<file path="src/rtl/traffic_pkg.sv">
// Shared phase codes, lamp encodings and duration helpers for the intersection controller.
// Latency: n/a (types, constants and pure functions only).
// Backpressure: n/a.
package traffic_pkg;

  typedef enum logic [2:0] {
    NS_GREEN  = 3'd0,
    NS_YELLOW = 3'd1,
    ALLRED_A  = 3'd2,
    EW_GREEN  = 3'd3,
    EW_YELLOW = 3'd4,
    ALLRED_B  = 3'd5,
    PED_WALK  = 3'd6
  } phase_e;

  // ARM issues the timer start; BLANK masks a stale timeFinished; RUN waits for it.
  typedef enum logic [1:0] {
    SUB_ARM   = 2'd0,
    SUB_BLANK = 2'd1,
    SUB_RUN   = 2'd2
  } sub_e;

  localparam logic [2:0] LAMP_R = 3'b100;
  localparam logic [2:0] LAMP_Y = 3'b010;
  localparam logic [2:0] LAMP_G = 3'b001;

  localparam int unsigned DUR_MAX = 127;

  // A zero duration would make the timer finish immediately; treat it as one second.
  function automatic logic [6:0] clamp_dur(input int unsigned d);
    if (d == 0) begin
      return 7'd1;
    end
    return 7'(d);
  endfunction

endpackage

// Elaboration-time guard: a duration that does not fit the 7-bit timer field stops the build.
`define TRAFFIC_DUR_CHECK(lbl, val) \
  if ((val) > traffic_pkg::DUR_MAX) begin : lbl \
    $error("traffic duration parameter exceeds 127 seconds"); \
  end

</file>
<file path="src/rtl/ped_request_sync.sv">
// Pedestrian button conditioning: 2-flop synchroniser, rising-edge detect, sticky pending flag.
// Latency: pending sets 3 edges after pedReq rises; clear takes effect on the next edge.
// Backpressure: none; a held button yields one request, an edge coinciding with clear is absorbed.
module ped_request_sync (
  input  logic CLK,
  input  logic RST_N,
  input  logic pedReq,
  input  logic clear,
  output logic pending
);

  logic sync1;
  logic sync2;
  logic sync2_prev;
  logic rise;

  assign rise = sync2 & ~sync2_prev;

  // Synchronise the raw button, remember the previous level, and latch a request until cleared.
  always_ff @(posedge CLK or negedge RST_N) begin
    if (!RST_N) begin
      sync1      <= 1'b0;
      sync2      <= 1'b0;
      sync2_prev <= 1'b0;
      pending    <= 1'b0;
    end else begin
      sync1      <= pedReq;
      sync2      <= sync1;
      sync2_prev <= sync2;
      if (clear) begin
        pending <= 1'b0;
      end else if (rise) begin
        pending <= 1'b1;
      end
    end
  end

endmodule

</file>
<file path="src/rtl/traffic_phase_sequencer.sv">
// Two-road traffic light phase FSM with optional pedestrian walk, driving the seconds timer.
// Latency: accepted timeFinished -> new phase, lamps and startCounting pulse one edge later.
// Backpressure: timeFinished ignored in ARM and first RUN cycle; pedestrian requests stay latched.
module traffic_phase_sequencer
  import traffic_pkg::*;
#(
  parameter int unsigned T_GREEN  = 20,
  parameter int unsigned T_YELLOW = 3,
  parameter int unsigned T_ALLRED = 1,
  parameter int unsigned T_WALK   = 10
) (
  input  logic       CLK,
  input  logic       RST_N,
  input  logic       timeFinished,
  input  logic       pedReq,
  output logic       startCounting,
  output logic [6:0] secondsToCount,
  output logic [2:0] nsLights,
  output logic [2:0] ewLights,
  output logic       walk,
  output logic [2:0] phase
);

  `TRAFFIC_DUR_CHECK(g_chk_green,  T_GREEN)
  `TRAFFIC_DUR_CHECK(g_chk_yellow, T_YELLOW)
  `TRAFFIC_DUR_CHECK(g_chk_allred, T_ALLRED)
  `TRAFFIC_DUR_CHECK(g_chk_walk,   T_WALK)

  localparam logic [6:0] D_GREEN  = clamp_dur(T_GREEN);
  localparam logic [6:0] D_YELLOW = clamp_dur(T_YELLOW);
  localparam logic [6:0] D_ALLRED = clamp_dur(T_ALLRED);
  localparam logic [6:0] D_WALK   = clamp_dur(T_WALK);

  phase_e     phase_q;
  phase_e     phase_d;
  sub_e       sub_q;
  sub_e       sub_d;
  logic       started_q;
  logic       ped_pending;
  logic       ped_clear;
  logic       start_d;
  logic [6:0] secs_d;
  logic [6:0] dur_d;
  logic [2:0] ns_d;
  logic [2:0] ew_d;
  logic       walk_d;

  // The request is consumed when the walk phase is armed.
  assign ped_clear = (phase_q == PED_WALK) && (sub_q == SUB_ARM);
  assign phase     = phase_q;

  ped_request_sync u_ped (
    .CLK     (CLK),
    .RST_N   (RST_N),
    .pedReq  (pedReq),
    .clear   (ped_clear),
    .pending (ped_pending)
  );

  // Next phase/sub-state, plus lamp, walk and duration decode of that next state.
  always_comb begin
    phase_d = phase_q;
    sub_d   = sub_q;
    dur_d   = D_ALLRED;
    ns_d    = LAMP_R;
    ew_d    = LAMP_R;
    walk_d  = 1'b0;

    if (!started_q) begin
      // The reset state is ALLRED_B ARM; its start pulse is issued on the first edge out of reset.
      phase_d = ALLRED_B;
      sub_d   = SUB_ARM;
    end else begin
      case (sub_q)
        SUB_ARM:   sub_d = SUB_BLANK;
        SUB_BLANK: sub_d = SUB_RUN;
        SUB_RUN: begin
          if (timeFinished) begin
            sub_d = SUB_ARM;
            case (phase_q)
              NS_GREEN:  phase_d = NS_YELLOW;
              NS_YELLOW: phase_d = ALLRED_A;
              ALLRED_A:  phase_d = EW_GREEN;
              EW_GREEN:  phase_d = EW_YELLOW;
              EW_YELLOW: phase_d = ALLRED_B;
              ALLRED_B:  phase_d = ped_pending ? PED_WALK : NS_GREEN;
              default:   phase_d = NS_GREEN;
            endcase
          end
        end
        default: sub_d = SUB_ARM;
      endcase
    end

    case (phase_d)
      NS_GREEN:  begin dur_d = D_GREEN;  ns_d = LAMP_G; end
      NS_YELLOW: begin dur_d = D_YELLOW; ns_d = LAMP_Y; end
      ALLRED_A:  begin dur_d = D_ALLRED; end
      EW_GREEN:  begin dur_d = D_GREEN;  ew_d = LAMP_G; end
      EW_YELLOW: begin dur_d = D_YELLOW; ew_d = LAMP_Y; end
      ALLRED_B:  begin dur_d = D_ALLRED; end
      PED_WALK:  begin dur_d = D_WALK;   walk_d = 1'b1; end
      default:   begin dur_d = D_ALLRED; end
    endcase

    // A start pulse accompanies every entry into ARM; the duration holds until the next one.
    start_d = (sub_d == SUB_ARM);
    secs_d  = start_d ? dur_d : secondsToCount;
  end

  // State register and registered outputs, all moving on the same edge.
  always_ff @(posedge CLK or negedge RST_N) begin
    if (!RST_N) begin
      phase_q        <= ALLRED_B;
      sub_q          <= SUB_ARM;
      started_q      <= 1'b0;
      startCounting  <= 1'b0;
      secondsToCount <= 7'd0;
      nsLights       <= LAMP_R;
      ewLights       <= LAMP_R;
      walk           <= 1'b0;
    end else begin
      phase_q        <= phase_d;
      sub_q          <= sub_d;
      started_q      <= 1'b1;
      startCounting  <= start_d;
      secondsToCount <= secs_d;
      nsLights       <= ns_d;
      ewLights       <= ew_d;
      walk           <= walk_d;
    end
  end

endmodule

</file>
<file path="config.mk">
export PLATFORM = sky130hd
export DESIGN_NAME = traffic_phase_sequencer
export DESIGN_NICKNAME = d
export VERILOG_FILES = /design/src/rtl/traffic_pkg.sv /design/src/rtl/ped_request_sync.sv /design/src/rtl/traffic_phase_sequencer.sv
export SDC_FILE = /design/constraint.sdc
export NUM_CORES = 1
export LEC_CHECK = 0
export CORE_MARGIN = 2
export CORE_UTILIZATION = 30
export DETAILED_ROUTE_END_ITERATION = 7
export PLACE_DENSITY = 0.57
export SYNTH_ARGS = -nofsm -noshare
export SYNTH_HDL_FRONTEND = slang
export SYNTH_SLANG_ARGS = --single-unit
</file>
<file path="constraint.sdc">
create_clock -name CLK -period 1.7 [get_ports CLK]
set_input_delay 0.17 -clock CLK [delete_from_list [all_inputs] [get_ports CLK]]
set_output_delay 0.17 -clock CLK [all_outputs]
set_load 0.02 [all_outputs]
</file>
==> Word-level counts from Yosys, hierarchy flattened <==
Cells that the tools add are included.
W data, S select, Z words.
{ "word_totals": {"out_inout_bits": 18, "elab_cells": 48, "mem_bits_rw": 0, "reg_bits": 25, "n_memories": 0, "inputBits": 4, "latch_bits": 0, "romBits": 0} }
{ "op_classes": {"magnitude_cmp": 0, "eq_ne": 12, "bitwise_logic": 2, "mux": 14, "reduce_logical": 8, "n_div": 0, "shifts": 0, "add_sub_neg": 0, "mul": 0} }
{ "op_table": {"columns": ["operator", "n"], "rows": [
  ["$pmux W3 S6", 1],
  ["$eq A3 B3 Y1 const B", 5],
  ["$pmux W5 S3", 1],
  ["$mux W3", 4],
  ["$pmux W3 S2", 2],
  ["$eq A3 B2 Y1 const B", 3],
  ["$eq A3 B1 Y1 const B", 2],
  ["$logic_not A3 Y1", 2],
  ["$pmux W2 S3", 1],
  ["$logic_not A2 Y1", 2],
  ["$mux W2", 2],
  ["$reduce_or A2 Y1", 2],
  ["$mux W1", 3],
  ["$eq A2 B1 Y1 const B", 1],
  ["$eq A2 B2 Y1 const B", 1],
  ["$reduce_bool A2 Y1", 1],
  ["$and A1 B1 Y1", 1],
  ["$logic_and A1 B1 Y1", 1],
  ["$not A1 Y1", 1]
]} }

==> Longest topological paths before layout <==
{ "depth": {"depth_word": 8, "mapped_depth": 7, "depth_no_buf": 5} }

==> Hierarchy <==
From an unflattened synthesis, not the netlist that was laid out.
{ "hier_totals": {"hier_cells": 93, "area_unflattened_um2": 1026.0} }
{ "by_module_without_submodules": {"columns": ["mod", "area_per_inst_um2", "seq_area_each_um2", "cells_per_inst", "n_inst"], "rows": [
  ["traffic_phase_sequencer", 907.1, 455.4, 86, 1],
  ["ped_request_sync", 118.9, 100.1, 7, 1]
]} }

==> Least setup slack after synthesis <==
Ideal clock, no wire load.
{ "synth_timing": {"kind": "register to register", "from": "register phase_q[2] (netlist: phase[2])", "to": "register secondsToCount[1]", "path_stages_with_launch": 5, "period_less_slack_ns": 1.506, "path_slack_ns": 0.194, "arrival_time_ns": 1.424, "setup_time_ns": 0.082, "path_cell_list": "dfstp_2 > or3b_2 > o22ai_1 > o31ai_1 > a31oi_1"} }
{ "synth_via": {"elab_chain_len": 8, "elab_cells_between_ends": 18, "classes_between": "9 x eq/ne; 5 x mux; 4 x reduce/logical"} }
{ "synth_rtl": {"columns": ["element", "line_no", "source"], "rows": [
  ["from (decl)", "traffic_phase_sequencer.sv:34", "phase_e phase_q;"],
  ["from (signal assigned)", "traffic_phase_sequencer.sv:123", "phase_q <= phase_d;"],
  ["$eq A3 B3 Y1, or another cell as far along", "traffic_phase_sequencer.sv:80", "case (phase_q)"],
  ["$pmux W3 S6", "traffic_phase_sequencer.sv:80", null],
  ["$mux W3", "traffic_phase_sequencer.sv:78", "if (timeFinished) begin"],
  ["$mux W3 *", "traffic_phase_sequencer.sv:74", "case (sub_q)"],
  ["$mux W3 *", "traffic_phase_sequencer.sv:69", "if (!started_q) begin"],
  ["$eq A3 B3 Y1, or another cell as far along", "traffic_phase_sequencer.sv:95", "case (phase_d)"],
  ["$reduce_or A2 Y1 (no line)", null, null],
  ["$pmux W5 S3 *", "traffic_phase_sequencer.sv:95", null],
  ["to (signal assigned)", "traffic_phase_sequencer.sv:127", "secondsToCount <= secs_d;"],
  ["to (decl)", "traffic_phase_sequencer.sv:17", "output logic [6:0] secondsToCount,"]
]} }
Every way passes the cells marked *; elsewhere a longest branch is shown, timed or not.
A chain may end at the register's enable or synchronous reset.

==> Worst setup path in the final report <==
{ "layout_timing": {"from": "register ewLights[2]", "to": "output port ewLights[2]"} }
{ "layout_rtl": {"columns": ["element", "line_no", "source"], "rows": [
  ["from (decl)", "traffic_phase_sequencer.sv:19", "output logic [2:0] ewLights,"],
  ["from (signal assigned)", "traffic_phase_sequencer.sv:129", "ewLights <= ew_d;"]
]} }
No word-level cell between the ends.

==> impl_table.tex <==
\begin{tabular}{lr}
\hline
Metric & Value \\
\hline
\multicolumn{2}{l}{\textbf{Critical path}} \\
Buf/Inv on CP & 1 \\
Cell chain of the critical path & clkdlybuf4s50\_1 \\
Type of the worst setup path & reg -> out \\
Family with the most delay on the worst path & buffers and inverters \\
CP Data Required Time & 1.53 ns \\
Critical path origin & ewLights[2] \\
FF-to-FF End & secondsToCount[1] \\
CP startpoint kind & register \\
Endpoint arrival time on the critical path & 1.43 ns \\
Number of cells on the worst reg-to-reg path & 5 \\
Worst reg2reg startpoint & phase[2] \\
Largest stage delay on the critical path & 0.59 ns \\
Number of cells on the critical path & 1 \\
Endpoint type of the worst setup path & primary output \\
Crit path to & ewLights[2] \\
Register-to-register setup slack & 0.11 ns \\
Slowest stage cell, crit path & clkdlybuf4s50\_1 \\
Critical Path Fanout Max & 1 \\
\multicolumn{2}{l}{\textbf{Cells and area}} \\
Ant. Diodes & 0 \\
Multi-input gate area in the final layout & 375.4 um\^{}2 \\
Cell Count, Final, Fillers Out & approximately 160 \\
Area growth from synthesis to layout & 31.28\% \\
Layout Cell Area excl Fill & 0.001334 mm\^{}2 \\
Nets & between 100 and 150 \\
Register area & around 560 um\^{}2 \\
Number of fill cells & 319 \\
Proportion of layout cells with a drive suffix above 1 & 0.2373 \\
\multicolumn{2}{l}{\textbf{Logic synthesis}} \\
Number of register bits inferred by synthesis & 22 \\
Fraction of registers with async set or reset after synthesis & 1.000 \\
Gate count after technology mapping & 92 \\
Number of warnings printed during yosys synthesis & 0 \\
Dominant cells by area after synthesis & dfrtp\_1 (44\%), dfstp\_2 (10\%), buf\_6 (3.3\%) \\
Largest family of logic cells by synthesized area & compound AO/OA/AOI/OAI gates \\
Multiplexer share of the synthesized area & 0.01108 \\
Most area-hungry cell type in the Yosys netlist & dfrtp\_1 \\
Number of flops mapped to enable cells by yosys & 0 \\
Area fraction of the dominant cell type after synthesis & 0.4433 \\
Sequential-to-total area share from yosys stat & 0.5468 \\
Basic-gate share of the synthesized area counting and, or, nand and nor cells & 0.1490 \\
Post-synthesis xor/xnor area fraction & 0.02709 \\
Mapped cell area & slightly above 0.001 mm\^{}2 \\
Synth Area in Compound Gates & 0.1638 \\
Unique cell type count in the Yosys netlist & 37 \\
Post-synthesis area per instance & around 11 um\^{}2 \\
Synthesized-area fraction occupied by adder cells & 0 \\
Most used flip-flop cell after synthesis & dfrtp\_1 \\
\multicolumn{2}{l}{\textbf{Die}} \\
Width of the die & 62.20 um \\
Floorplan die area & 0.003868 mm\^{}2 \\
Area of the core & 0.003284 mm\^{}2 \\
Initial Utilization & 0.3093 \\
Die H & 62.20 um \\
Number of I/O pins & 22 \\
Row count & 21 \\
\multicolumn{2}{l}{\textbf{Route}} \\
Remaining DRCs & 0 \\
Vias & just under 800 \\
Post-detailed-route count of antenna-violating nets & 0 \\
Via density per instance & 4.738 \\
Wire per inst & 12.06 um \\
Drt initial violations & 14 \\
Number of detailed-routing iterations run before antenna repair & 4 \\
Drt total wl & 1978 um \\
\multicolumn{2}{l}{\textbf{STA}} \\
Count of final hold-check violations & 0 \\
Final Max Slew Viols & 0 \\
Tmin final & 1.596 ns \\
Worst-case clock skew & 0.001097 ns \\
Setup repair after global routing missed its margin & false \\
Part of the cycle the worst path needs & 0.9389 \\
Final setup vio count & 0 \\
F\_max & between 0.6 and 0.7 GHz \\
\multicolumn{2}{l}{\textbf{Clock network}} \\
Clock tree from TritonCTS & built \\
Clk slew on worst S/H paths & 0.12 ns \\
Deepest clock path buffer count & 2 \\
Number of clock buffers inserted by TritonCTS & 3 \\
Num Clock Sinks & 22 \\
Clock latency reported for the late side of the worst-skew pair & $\sim$0.30 ns \\
Number of H-tree levels & 1 \\
Clock root buffer master & clkbuf\_4 \\
\multicolumn{2}{l}{\textbf{Global route}} \\
Global-route track usage on met2 & 0.1644 \\
Via count of the first global-routing pass & 750 \\
Grt met3 use & 0.03080 \\
Global-route wire length before repair & roughly 3400 um \\
Largest net degree at the start of global routing & 23 \\
GRT Resource Usage Total & 0.1096 \\
GR Layer Usage met1 & 0.1442 \\
Initial antenna violation count & 0 \\
Gr ovfl total & 0 \\
Busiest grt layer & met2 \\
\multicolumn{2}{l}{\textbf{Pwr}} \\
Power density over cell area & 881.5 mW/mm\^{}2 \\
Static leakage & 0.5932 nW \\
Maximum vdd ir drop & 0.0003234 V \\
\multicolumn{2}{l}{\textbf{Placement}} \\
Total cell area at the placement stage & about 0.0013 mm\^{}2 \\
DP HPWL & 1461 um \\
Port Buffer Count & 19 \\
Post-Place Cells & 160 \\
Placer's final routability congestion estimate & roughly 0.86 \\
\multicolumn{2}{l}{\textbf{Run}} \\
Reported max-cap violation count & 0 \\
\multicolumn{2}{l}{\textbf{Status}} \\
Status & complete, no violations \\
\multicolumn{2}{l}{\textbf{Min path}} \\
Min-Delay Path Class & in -> async \\
\hline
\end{tabular}
cells by family after synthesis:
kind of cell	Yosys count
buf+inv	15
other cells	2
simple gates	28
compound gates	23
flops	22
mux	1
xor+xnor	1
metrics by stage:
stage                     power, mW  hold WS [ns]  utilization  worst slack, ns    TNS, ns
after floorplan              0.7100       -0.1256            -           0.1941          0
after global placement       0.7854        0.3340       0.3886        -0.004344  -0.004344
after detailed placement     0.7882        0.3370       0.3886        0.0007889          0
after CTS                     1.186        0.2104       0.4038          0.08851          0
after global routing          1.225        0.2200       0.4061          0.01709          0
final                         1.176        0.2010       0.4061           0.1038          0
cells in the final DEF (no fill, tap or decap), drive strengths merged, types with 2 or more instances in the layout:
cell	count
dlygate4sd2	2
o211ai	2
o21ai	3
o31ai	2
nand3	2
clkbuf	3
clkdlybuf4s50	17
inv	6
a21oi	6
nor4	2
buf	11
dfrtp	18
nand3b	2
nor3	2
nand2b	2
nor2	6
conb	3
nand2	6
dfstp	4
sequential cells by signal (all words and copies together), names as in the netlist:
register / flops
started_q: 1
u_ped.sync2_prev: 1
startCounting: 1
phase: 3
u_ped.sync1: 1
nsLights: 3
sub_q: 2
ewLights: 3
u_ped.sync2: 1
secondsToCount: 4
walk: 1
u_ped.pending: 1
layer usage:
layer	wire (um)	part of all wire
met1	939	0.47
met2	892	0.45
met3	93	0.047
met4	52	0.026
met5	0	0
area by class of cell:
class / count / area share
timing repair buffer: 30 / 0.2026
clock buffer: 3 / 0.01689
tap: 46 / 0.04315
inverter: 6 / 0.01689
sequential: 22 / 0.4165
clock inverter: 1 / 0.02251
multi-input combinational: 56 / 0.2814
where the power goes:
| part | switching (mW) | internal, mW | leakage [nW] |
|---|---|---|---|
| clock | 0.159 | 0.238 | 0.0279 |
| sequential | 0.0252 | 0.554 | 0.266 |
| combinational | 0.105 | 0.0937 | 0.299 |
| total | 0.290 | 0.886 | 0.593 |
worst reg2reg max path, stage by stage, from the launching register on:
cell and delay (ns):
dfstp_2 0.55, buf_4 0.18, nand2b_1 0.14, o22ai_1 0.10, o31ai_1 0.37, a31oi_1 0.13
cells in the mapped netlist, drive strengths merged (2+ instances only):
cell type / number
dfrtp: 18
buf: 9
a21oi: 6
inv: 6
nand2: 6
nor2: 6
dfstp: 4
o21ai: 3
conb: 2
nand2b: 2
nand3: 2
nand3b: 2
nor3: 2
nor4: 2
o211ai: 2
o31ai: 2
repair_timing:
action                     4_1_cts  5_1_grt
gates resized for setup          2        1
setup buffers                    0        0
setup endpoints to repair        2        1
cloned                           0        0
hold buffers                     0        0
how the worst min path moves through the flow:
stage,start,to,slack [ns],depth (start not counted)
after global placement,u_ped.sync1,u_ped.sync2,0.33,0
final,RST_N,sub_q[0],0.20,2
after floorplan,RST_N,ewLights[0],-0.13,0
after global routing,RST_N,secondsToCount[2],0.22,2
after CTS,RST_N,phase[1],0.21,2
after detailed placement,u_ped.sync1,u_ped.sync2,0.34,0
Note: power is estimated with default switching activity, not from simulation.
